### src/rtl/lagd_ising_ctrl_pkg.sv
// Shared definitions for the Ising-core run controller.
// Holds the register map (word indices decoded from address bits [4:2]),
// CTRL/STATUS bit positions, the sticky-flag layout, the run FSM state
// type and the register-interface field widths.
package lagd_ising_ctrl_pkg;

  // Register-interface field widths.
  localparam int RegDataWidth = 32;
  localparam int RegStrbWidth = 4;
  localparam int RegIdxWidth  = 3;

  // Register word indices; byte offset = index * 4.
  localparam logic [RegIdxWidth-1:0] IdxCtrl    = 3'd0;  // 0x00
  localparam logic [RegIdxWidth-1:0] IdxStatus  = 3'd1;  // 0x04
  localparam logic [RegIdxWidth-1:0] IdxNumIter = 3'd2;  // 0x08
  localparam logic [RegIdxWidth-1:0] IdxIterCnt = 3'd3;  // 0x0C
  localparam logic [RegIdxWidth-1:0] IdxTimeout = 3'd4;  // 0x10

  // CTRL bits.
  localparam int CtrlStartBit = 0;
  localparam int CtrlAbortBit = 1;
  localparam int CtrlIrqEnBit = 2;

  // STATUS bits.
  localparam int StatBusyBit    = 0;
  localparam int StatDoneBit    = 1;
  localparam int StatAbortedBit = 2;
  localparam int StatTimeoutBit = 3;

  // Sticky flags are kept as a 3-bit vector; STATUS = {flags, busy}, so
  // flag index i lands on STATUS bit i+1.
  localparam int NumFlags    = 3;
  localparam int FlagDone    = 0;
  localparam int FlagAborted = 1;
  localparam int FlagTimeout = 2;

  typedef enum logic [1:0] {
    StIdle   = 2'd0,
    StLaunch = 2'd1,
    StWait   = 2'd2
  } state_e;

endpackage

### src/rtl/lagd_ising_ctrl_regfile.sv
// Control/status register file of the run controller.
// Ports:
//   clk_i, rst_i         clock, synchronous active-high reset
//   reg_*                host register-interface request/response
//   busy_i               run FSM is not idle
//   iter_cnt_i           completed-iteration count (read-only view)
//   flag_set_i/clr_i     sticky-flag set/clear requests from the FSM
//   start_o, abort_o     one-cycle CTRL.START / CTRL.ABORT strobes
//   num_iter_o, timeout_o  configuration values
//   irq_o                registered level interrupt
//
// Handshake: a request is accepted in the first cycle reg_valid_i is seen
// while no response is pending (cycle N). Read data and error are captured
// from the state in cycle N and presented with reg_ready_o in N+1; the
// request is latched in N and its write side effects commit at the edge
// ending N+1. reg_ready_o never stays high two cycles, because the host
// still holds valid during the response cycle and that cycle is not
// eligible for acceptance.
module lagd_ising_ctrl_regfile
  import lagd_ising_ctrl_pkg::*;
#(
  parameter int AddrWidth    = 8,
  parameter int IterWidth    = 16,
  parameter int TimeoutWidth = 16
) (
  input  logic                    clk_i,
  input  logic                    rst_i,
  input  logic                    reg_valid_i,
  input  logic                    reg_write_i,
  input  logic [AddrWidth-1:0]    reg_addr_i,
  input  logic [RegDataWidth-1:0] reg_wdata_i,
  input  logic [RegStrbWidth-1:0] reg_wstrb_i,
  output logic                    reg_ready_o,
  output logic [RegDataWidth-1:0] reg_rdata_o,
  output logic                    reg_error_o,
  input  logic                    busy_i,
  input  logic [IterWidth-1:0]    iter_cnt_i,
  input  logic [NumFlags-1:0]     flag_set_i,
  input  logic [NumFlags-1:0]     flag_clr_i,
  output logic                    start_o,
  output logic                    abort_o,
  output logic [IterWidth-1:0]    num_iter_o,
  output logic [TimeoutWidth-1:0] timeout_o,
  output logic                    irq_o
);

  logic                    ready_q;
  logic [RegDataWidth-1:0] rdata_q, rdata_d;
  logic                    error_q, error_d;
  logic                    wr_q;
  logic [RegIdxWidth-1:0]  idx_q;
  logic [RegDataWidth-1:0] wdata_q;
  logic [RegStrbWidth-1:0] wstrb_q;

  logic                    irq_en_q, irq_en_d;
  logic [NumFlags-1:0]     flags_q, flags_d;
  logic [IterWidth-1:0]    num_iter_q, num_iter_d;
  logic [TimeoutWidth-1:0] timeout_q, timeout_d;
  logic                    irq_q;

  logic                   accept;
  logic                   commit;
  logic [RegIdxWidth-1:0] idx;

  assign accept = reg_valid_i & ~ready_q;
  assign idx    = reg_addr_i[4:2];
  // A write that was flagged as an error has no side effect.
  assign commit = ready_q & wr_q & ~error_q;

  // Address bits outside [4:2] and wide write fields are not decoded.
  logic unused_bits;
  assign unused_bits = ^{reg_addr_i[AddrWidth-1:5], reg_addr_i[1:0], wdata_q, wstrb_q};

  // Response captured in the acceptance cycle.
  always_comb begin
    rdata_d = '0;
    error_d = 1'b0;
    case (idx)
      IdxCtrl:    rdata_d[CtrlIrqEnBit] = irq_en_q;
      IdxStatus:  rdata_d[StatTimeoutBit:StatBusyBit] = {flags_q, busy_i};
      IdxNumIter: rdata_d[IterWidth-1:0] = num_iter_q;
      IdxIterCnt: rdata_d[IterWidth-1:0] = iter_cnt_i;
      IdxTimeout: rdata_d[TimeoutWidth-1:0] = timeout_q;
      default:    error_d = 1'b1;
    endcase
    if (reg_write_i) begin
      rdata_d = '0;
      // Configuration is frozen while a run is in progress.
      if (busy_i && (idx == IdxNumIter || idx == IdxTimeout)) error_d = 1'b1;
    end
  end

  assign start_o = commit && (idx_q == IdxCtrl) && wstrb_q[0] && wdata_q[CtrlStartBit];
  assign abort_o = commit && (idx_q == IdxCtrl) && wstrb_q[0] && wdata_q[CtrlAbortBit];

  always_comb begin
    irq_en_d   = irq_en_q;
    num_iter_d = num_iter_q;
    timeout_d  = timeout_q;
    flags_d    = flags_q & ~flag_clr_i;
    if (commit) begin
      case (idx_q)
        IdxCtrl: if (wstrb_q[0]) irq_en_d = wdata_q[CtrlIrqEnBit];
        IdxStatus: if (wstrb_q[0]) flags_d = flags_d & ~wdata_q[StatTimeoutBit:StatDoneBit];
        IdxNumIter: begin
          for (int b = 0; b < IterWidth; b++) begin
            if (wstrb_q[b/8]) num_iter_d[b] = wdata_q[b];
          end
        end
        IdxTimeout: begin
          for (int b = 0; b < TimeoutWidth; b++) begin
            if (wstrb_q[b/8]) timeout_d[b] = wdata_q[b];
          end
        end
        default: ;
      endcase
    end
    // A hardware set in the same cycle as a host W1C wins.
    flags_d = flags_d | flag_set_i;
  end

  always_ff @(posedge clk_i) begin
    if (rst_i) begin
      ready_q    <= 1'b0;
      rdata_q    <= '0;
      error_q    <= 1'b0;
      wr_q       <= 1'b0;
      idx_q      <= '0;
      wdata_q    <= '0;
      wstrb_q    <= '0;
      irq_en_q   <= 1'b0;
      flags_q    <= '0;
      num_iter_q <= '0;
      timeout_q  <= '0;
      irq_q      <= 1'b0;
    end else begin
      ready_q <= accept;
      if (accept) begin
        rdata_q <= rdata_d;
        error_q <= error_d;
        wr_q    <= reg_write_i;
        idx_q   <= idx;
        wdata_q <= reg_wdata_i;
        wstrb_q <= reg_wstrb_i;
      end
      irq_en_q   <= irq_en_d;
      flags_q    <= flags_d;
      num_iter_q <= num_iter_d;
      timeout_q  <= timeout_d;
      irq_q      <= irq_en_q & (|flags_q);
    end
  end

  assign reg_ready_o = ready_q;
  assign reg_rdata_o = ready_q ? rdata_q : '0;
  assign reg_error_o = ready_q & error_q;
  assign num_iter_o  = num_iter_q;
  assign timeout_o   = timeout_q;
  assign irq_o       = irq_q;

endmodule

### src/rtl/lagd_ising_ctrl.sv
// Per-core annealing run controller.
// Ports:
//   clk_i, rst_i        clock, synchronous active-high reset
//   reg_*               host register interface (see regfile)
//   core_start_o        one-cycle launch pulse per iteration
//   core_abort_o        one-cycle abort pulse on host abort or watchdog
//   core_iter_done_i    one-cycle iteration-complete pulse from the core
//   irq_o               level interrupt on done/abort/timeout
// Sequences IDLE -> LAUNCH -> WAIT -> (LAUNCH | IDLE), counting completed
// iterations and timing each WAIT with a watchdog.
module lagd_ising_ctrl
  import lagd_ising_ctrl_pkg::*;
#(
  parameter int AddrWidth    = 8,
  parameter int IterWidth    = 16,
  parameter int TimeoutWidth = 16
) (
  input  logic                    clk_i,
  input  logic                    rst_i,
  input  logic                    reg_valid_i,
  input  logic                    reg_write_i,
  input  logic [AddrWidth-1:0]    reg_addr_i,
  input  logic [RegDataWidth-1:0] reg_wdata_i,
  input  logic [RegStrbWidth-1:0] reg_wstrb_i,
  output logic                    reg_ready_o,
  output logic [RegDataWidth-1:0] reg_rdata_o,
  output logic                    reg_error_o,
  output logic                    core_start_o,
  output logic                    core_abort_o,
  input  logic                    core_iter_done_i,
  output logic                    irq_o
);

  state_e                  state_q, state_d;
  logic [IterWidth-1:0]    iter_cnt_q, iter_cnt_d;
  logic [TimeoutWidth-1:0] wd_q, wd_d;
  logic                    abort_q, abort_d;

  logic [NumFlags-1:0]     flag_set, flag_clr;
  logic                    start_req, abort_req, busy;
  logic [IterWidth-1:0]    num_iter;
  logic [TimeoutWidth-1:0] timeout;

  lagd_ising_ctrl_regfile #(
    .AddrWidth   (AddrWidth),
    .IterWidth   (IterWidth),
    .TimeoutWidth(TimeoutWidth)
  ) u_regfile (
    .clk_i      (clk_i),
    .rst_i      (rst_i),
    .reg_valid_i(reg_valid_i),
    .reg_write_i(reg_write_i),
    .reg_addr_i (reg_addr_i),
    .reg_wdata_i(reg_wdata_i),
    .reg_wstrb_i(reg_wstrb_i),
    .reg_ready_o(reg_ready_o),
    .reg_rdata_o(reg_rdata_o),
    .reg_error_o(reg_error_o),
    .busy_i     (busy),
    .iter_cnt_i (iter_cnt_q),
    .flag_set_i (flag_set),
    .flag_clr_i (flag_clr),
    .start_o    (start_req),
    .abort_o    (abort_req),
    .num_iter_o (num_iter),
    .timeout_o  (timeout),
    .irq_o      (irq_o)
  );

  // Saturating increments: ITER_CNT never wraps, and a stuck watchdog
  // with TIMEOUT=0 simply parks at its maximum.
  logic [IterWidth-1:0]    cnt_inc;
  logic [TimeoutWidth-1:0] wd_inc;
  logic                    wd_expire;

  assign cnt_inc = (&iter_cnt_q) ? iter_cnt_q : iter_cnt_q + 1'b1;
  assign wd_inc  = (&wd_q) ? wd_q : wd_q + 1'b1;
  // Expiry is decided in the last quiet WAIT cycle so the abort pulse
  // (registered) lands exactly TIMEOUT cycles after entering WAIT.
  assign wd_expire = (timeout != '0) &&
                     (({1'b0, wd_q} + {{TimeoutWidth{1'b0}}, 1'b1}) == {1'b0, timeout});

  // State register.
  always_ff @(posedge clk_i) begin
    if (rst_i) begin
      state_q    <= StIdle;
      iter_cnt_q <= '0;
      wd_q       <= '0;
      abort_q    <= 1'b0;
    end else begin
      state_q    <= state_d;
      iter_cnt_q <= iter_cnt_d;
      wd_q       <= wd_d;
      abort_q    <= abort_d;
    end
  end

  // Next-state logic.
  always_comb begin
    state_d    = state_q;
    iter_cnt_d = iter_cnt_q;
    wd_d       = wd_q;
    abort_d    = 1'b0;
    flag_set   = '0;
    flag_clr   = '0;
    case (state_q)
      StIdle: begin
        if (start_req) begin
          iter_cnt_d = '0;
          if (num_iter != '0) begin
            flag_clr = '1;
            state_d  = StLaunch;
          end else begin
            flag_set[FlagDone] = 1'b1;
          end
        end
      end
      StLaunch: begin
        wd_d    = '0;
        state_d = StWait;
        if (abort_req) begin
          state_d               = StIdle;
          flag_set[FlagAborted] = 1'b1;
          abort_d               = 1'b1;
        end
      end
      StWait: begin
        if (core_iter_done_i) begin
          // A done pulse beats a simultaneous watchdog expiry.
          iter_cnt_d = cnt_inc;
          if (cnt_inc == num_iter) begin
            state_d            = StIdle;
            flag_set[FlagDone] = 1'b1;
          end else begin
            state_d = StLaunch;
          end
        end else if (wd_expire) begin
          state_d               = StIdle;
          flag_set[FlagTimeout] = 1'b1;
          abort_d               = 1'b1;
        end else begin
          wd_d = wd_inc;
        end
        // Host abort wins over completion; the count above still stands.
        if (abort_req) begin
          state_d  = StIdle;
          flag_set = '0;
          flag_set[FlagAborted] = 1'b1;
          abort_d  = 1'b1;
        end
      end
      default: state_d = StIdle;
    endcase
  end

  // Outputs.
  always_comb begin
    core_start_o = (state_q == StLaunch);
    busy         = (state_q != StIdle);
    core_abort_o = abort_q;
  end

endmodule

### config.mk
export PLATFORM = sky130hd
export DESIGN_NAME = lagd_ising_ctrl
export DESIGN_NICKNAME = d
export VERILOG_FILES = /design/src/rtl/lagd_ising_ctrl_pkg.sv /design/src/rtl/lagd_ising_ctrl_regfile.sv /design/src/rtl/lagd_ising_ctrl.sv
export SDC_FILE = /design/constraint.sdc
export NUM_CORES = 1
export LEC_CHECK = 0
export CORE_MARGIN = 2
export CORE_UTILIZATION = 25
export CTS_BUF_LIST = sky130_fd_sc_hd__clkbuf_4 sky130_fd_sc_hd__clkbuf_8
export DETAILED_ROUTE_END_ITERATION = 12
export PLACE_DENSITY = 0.41
export SLEW_MARGIN = 20
export SYNTH_ARGS = -nofsm -noshare
export SYNTH_HDL_FRONTEND = slang
export SYNTH_SLANG_ARGS = --single-unit
### constraint.sdc
create_clock -name clk_i -period 3.84 [get_ports clk_i]
set_clock_uncertainty 0.2 [all_clocks]
set_input_delay 0.576 -clock clk_i [delete_from_list [all_inputs] [get_ports clk_i]]
set_output_delay 0.576 -clock clk_i [all_outputs]
set_load 0.02 [all_outputs]
* Word-level counts from Yosys, hierarchy flattened
Cells that the tools add are included.
** Word-level totals
- Flip-flop bits (word level) :: 128
- Input bits :: 49
- Output and inout port bits :: 37
** Cells by class
- Add/sub/neg operators :: 3
- Equal/unequal tests :: 18
- Muxes and demuxes :: 44
- Bitwise gates (word level) :: 12
- Reduce and logical (&&, ||, !) cells :: 27
** Operators by type and width (count)
- 2-to-1 mux 16 bit :: 7
- case mux 16 bit (2 select lines) :: 2
- case mux 12 bit (3 select lines) :: 1
- adder 16 x 1 -> 16 bit, second input constant :: 2
- 2-to-1 mux 32 bit :: 1
- AND reduction 16 bit :: 2
- nonzero test 16 bit :: 2
- 2-to-1 mux 3 bit :: 7
- AND reduction 3 bit :: 7
- adder 16 x 1 -> 17 bit, second input constant :: 1
- equality test 17 x 16 -> 1 bit :: 1
- equality test 16 bit :: 1
- 2-to-1 mux 1 bit :: 13
- 2-to-1 mux 2 bit :: 6
- inequality test 2 bit, second input constant :: 6
- equality test 3 x 2 -> 1 bit, second input constant :: 3
- case mux 2 bit (4 select lines) :: 1
- AND 3 bit :: 2
- equality test 3 x 1 -> 1 bit, second input constant :: 2
- equality test 3 bit, second input constant :: 2
- logical AND 1 bit :: 6
- zero test 3 bit :: 2
- NOT 3 bit :: 2
- case mux 1 bit (2 select lines) :: 3
- 15 further kinds :: 22

* Logic depth before layout (Yosys ltp)
- Depth in word-level cells :: 14
- Gate-level depth with buffers :: 11
- Mapped depth without buffers :: 9

* Hierarchy
Synthesis repeated with hierarchy kept, for this count alone.
** Unflattened totals
- Cell total of the unflattened synthesis :: 814
- Area total of the unflattened synthesis :: 6618.8 um2
** Modules (own cells, without submodules)
- lagd_ising_ctrl_regfile :: times used 1, cells each 399, area each 3533.4 um2
- lagd_ising_ctrl :: times used 1, cells each 415, area each 3085.5 um2

* Least setup slack after synthesis
No wires, ideal clock.
- Path type :: reg-to-reg
- From :: register wd_q[0]
- To :: register wd_q[10]
- Data arrival time :: 2883 ps
- Data required time :: 3518 ps
- Path slack :: 635 ps
- Cell stages (with the launch flop) :: 11
- Period minus slack after synthesis :: 3205 ps
- Cell sequence :: dfxtp_1 -> ha_1 -> and4_4 -> buf_6 -> nand4_1 -> xnor2_1 -> or4_1 -> or4_4 -> o211a_1 -> and3_1 -> a221o_1
** On the way
- Word-level cells in the longest chain between the ends :: 5
- Elaborated cells between the ends (all ways) :: 12
** Ends and longest elaborated chain
- from (decl) :: RTL line lagd_ising_ctrl.sv:36 : logic [TimeoutWidth-1:0] wd_q, wd_d;
- from (signal assigned) :: RTL line lagd_ising_ctrl.sv:93 : wd_q <= wd_d;
- adder 16 x 1 -> 17 bit / adder 16 x 1 -> 16 bit (equally long branches) :: RTL line lagd_ising_ctrl.sv:81, lagd_ising_ctrl.sv:77
- equality test 17 x 16 -> 1 bit / 2-to-1 mux 16 bit (equally long branches) :: RTL line lagd_ising_ctrl.sv:81, lagd_ising_ctrl.sv:77
- logical AND 1 bit / 2-to-1 mux 16 bit (equally long branches) :: RTL line lagd_ising_ctrl.sv:80, lagd_ising_ctrl.sv:137
- inequality test 2 bit (no source line) / 2-to-1 mux 16 bit (equally long branches)
- AND reduction 4 bit (no source line) / case mux 16 bit (2 select lines) (equally long branches)
Several ways; a longest one is shown, not always the timed one. The select of a mux whose other input is x is not followed.
A chain may end at the register's enable or synchronous reset.

* Worst setup path in the final report
- From :: register wd_q[3]
- To :: register wd_q[10]
Same word-level chain as after synthesis.

==> summary.txt <==
Clocking
  • Clock-pin slew on the worst setup and hold paths: 0.14 ns
  • Cts hold-fix bufs: 0
  • Clk root buf: clkbuf_8
  • Worst-case clock buffer depth: 2
  • CTS buffer count: 9
  • CTS resizes: 0
  • Worst-skew pair later-pin latency: 0.43 ns
  • CTS tree: built
  • H-tree levels: 3
  • Post-CTS setup buffers: 0
  • Sink Count: 112

Layout
  • Util after Layout: 0.292
  • Final nets: 984
  • Fillers: 2978
  • Share of cells above drive strength 1: 0.0889
  • Area Growth Syn to Fin: 15.7%

Route
  • DRC: 0
  • First drt pass iteration count: 5
  • Initial drt markers: 395
  • Avg WL per Cell: 18.0 um
  • WL final: 23000 um
  • Antenna viol nets, final: 0
  • Via density: 5.11
  • Total number of vias: 6518

Die
  • Die Area: 0.0282 mm^2
  • Ports: 86
  • Die span in x: 168 um
  • Area of the core: 0.0267 mm^2
  • Die Y: 168 um
  • Starting Density: 0.252
  • Cell Rows: 60

Synth
  • Mux contribution to synthesized area: 0.0127
  • Most frequent cells after synthesis: 132 x nand2_1, 112 x dfxtp_1, 95 x a21oi_1
  • Most frequently used cell type in the post-synthesis netlist: nand2_1
  • Seq/Total Area, Yosys: 0.334
  • Syn Inst Count: 899
  • Synth Area per Inst: 7.48 um^2
  • Synth cell types: 77
  • Post-Syn Area: 0.00672 mm^2
  • Synth warn: 0
  • Post-synthesis simple-gate area fraction: 0.291
  • Synth async-reset ratio: 0
  • Post-synth EDFFs: 0
  • Synth Area in XOR/XNOR: 0.0430
  • Synth top area share: 0.334
  • Adder-Cell Fraction of Synth Area: 0.0112
  • Main combinational cell family by area after synthesis: simple AND/OR/NAND/NOR gates
  • Yosys top cell by area: dfxtp_1
  • Area contributors post-synth: dfxtp_1 33%, nand2_1 7.4%, a21oi_1 7.1%, nand3_1 4.5%, a22oi_1 3.5%
  • Number of synthesized register bits: 112
  • Post-synthesis compound-gate area fraction: 0.230
  • Synth Flop Type: dfxtp_1

Power
  • Pwr Total: 2.14 mW
  • Peak VDD IR: 0.164 mV
  • Leak pwr: 2.65 nW
  • Combinational power share: 0.064
  • Clock Power Share: 0.377
  • Int Pwr: 1.50 mW
  • Seq pwr share: 0.559
  • P per Cell Area: 275 mW/mm^2
  • Sw Share: 0.298
  • Switching power: 0.638 mW

STA
  • TNS Setup: 0 ns
  • Setup WS post-layout: 0.463 ns
  • Fmax achieved: 296 MHz
  • Final setup fails: 0
  • Final Max Tran Viols: 0
  • WHS: 0.288 ns
  • Final min period: 3.38 ns
  • Final Hold Fails: 0
  • Slew Limit Headroom: 0.345
  • RSZ-0062 raised after global routing: no
  • Slew @ Worst Pin: 0.975 ns
  • Tcrit/Tclk final: 0.879

Global routing
  • Gr usage total: 0.164
  • Vias in the first global route: 6055
  • Largest net degree at the start of global routing: 73
  • Global-route wire length before repair: 36500 um
  • Initial antenna violation count: 1
  • Total global routing overflow: 0

Placement
  • Worst slack, placed: 0.473 ns
  • Final HPWL DP: 17000 um
  • PortBufs: 46
  • GP Congestion: 0.848

Hold path
  • HP Class: reg -> reg

Worst setup path
  • Crit path DAT: 3.50 ns
  • Crit. End Element: register
  • CP startpoint kind: register
  • Crit Path Max Fanout: 11
  • Critical path class: reg -> reg
  • Required time worst endpoint: 3.96 ns

Job
  • MaxCap Viol Count: 0

Run status
  • Status: finished clean
[routing by layer]
| metal | wire length [um] | vias to the layer above | GRT usage |
|---|---|---|---|
| met5 | 0 | - | 0 |
| met4 | 238 | 0 | 0.0348 |
| met3 | 770 | 13 | 0.0197 |
| met2 | 10800 | 105 | 0.266 |
| met1 | 11200 | 3126 | 0.234 |
| li1 | - | 3274 | - |
[cells in the final DEF, fill, tap and decap left out, types with 4 or more instances in the layout]
cell             Yosys  layout
a31oi_1              7       7
nor3_1              20      20
clkdlybuf4s50_1      0      45
and4_1               4       4
inv_1               22      22
clkbuf_8             0       9
xor2_1              14      14
o211ai_1             8       8
o2111ai_1            4       4
buf_4               20      45
nor3b_1              8       6
a22oi_1             31      31
o221ai_1             7       7
a21o_1               4       4
nand2b_1             4       4
a21oi_1             95      95
mux2_2               4       4
nand4_1             20      20
nand3_1             60      60
o21ai_0             35      35
nand3b_1             5       5
nor4_1              16      16
a211oi_1             5       5
conb_1               1      16
and2_1              22      22
nor2_1              59      59
xnor2_1             19      19
ha_1                 6       6
and3_1              10      10
nand2_1            132     132
mux2i_1              4       4
nor2b_1             10       9
o22ai_1              4       4
dfxtp_1            112     112
[stage by stage]
step / std cells / area [um^2]
after floorplan: 914 / 6780
after global placement: 1259 / 7560
after detailed placement: 1259 / 7560
after CTS: 1275 / 7780
after global routing: 1275 / 7780
final: 1276 / 7780
[layout make-up]
class / instances / area, um^2 / area share
flip-flops and latches: 112 / 2240 / 0.288
multi-input cells: 694 / 4020 / 0.517
inverters: 22 / 82.6 / 0.0106
clock inverters: 7 / 93.8 / 0.0121
clock buffers: 9 / 124 / 0.0159
well taps: 341 / 427 / 0.0548
diodes: 1 / 2.50 / 0.000322
repair buffers: 90 / 788 / 0.101
[worst max-delay path, stage by stage (launching register included)]
cell and delay [ns]:
dfxtp_1 0.58, and4_4 0.36, nand4_1 0.19, xnor2_1 0.19
or4_1 0.49, or4_4 0.47, o211a_1 0.34, and3_1 0.22
a221o_1 0.25
[worst paths after layout]
path	from	endpoint	slack, ns	cells after the start
setup / recovery	wd_q[3]$_SDFFE_PP0P_	wd_q[10]$_SDFFE_PP0P_	0.46	8
hold reg to reg	u_regfile.wdata_q[5]$_SDFFE_PP0P_	u_regfile.wdata_q[5]$_SDFFE_PP0P_	0.29	2
hold / removal	u_regfile.wdata_q[5]$_SDFFE_PP0P_	u_regfile.wdata_q[5]$_SDFFE_PP0P_	0.29	2
setup reg to reg	wd_q[3]$_SDFFE_PP0P_	wd_q[10]$_SDFFE_PP0P_	0.46	8
[state kept, by name, summed over array words and instances (netlist names), 2 cells and up]
signal                cells
u_regfile.flags_q         3
iter_cnt_q               16
u_regfile.timeout_o      16
wd_q                     16
u_regfile.idx_q           3
u_regfile.wstrb_q         2
state_q                   2
u_regfile.wdata_q        16
u_regfile.rdata_q        16
u_regfile.num_iter_o     16
[cells by family (layout without fill, tap and decap cells)]
family          Yosys count  count (layout)
other cells               1              17
flops                   112             112
compound gates          241             241
simple gates            390             390
xor+xnor                 33              33
buf+inv                 108             128
mux                       8               8
fa+ha+maj                 6               6
[power groups by stage]
| stage | clock network (mW) | logic (mW) | registers (mW) |
|---|---|---|---|
| 2_1_floorplan | 0 | 0.0978 | 1.21 |
| 3_3_place_gp | 0 | 0.139 | 1.22 |
| 3_5_place_dp | 0 | 0.140 | 1.22 |
| 4_1_cts | 0.844 | 0.140 | 1.20 |
| 5_1_grt | 0.881 | 0.152 | 1.20 |
| 6_report | 0.806 | 0.137 | 1.20 |
Power figures use the tool's default switching activity.
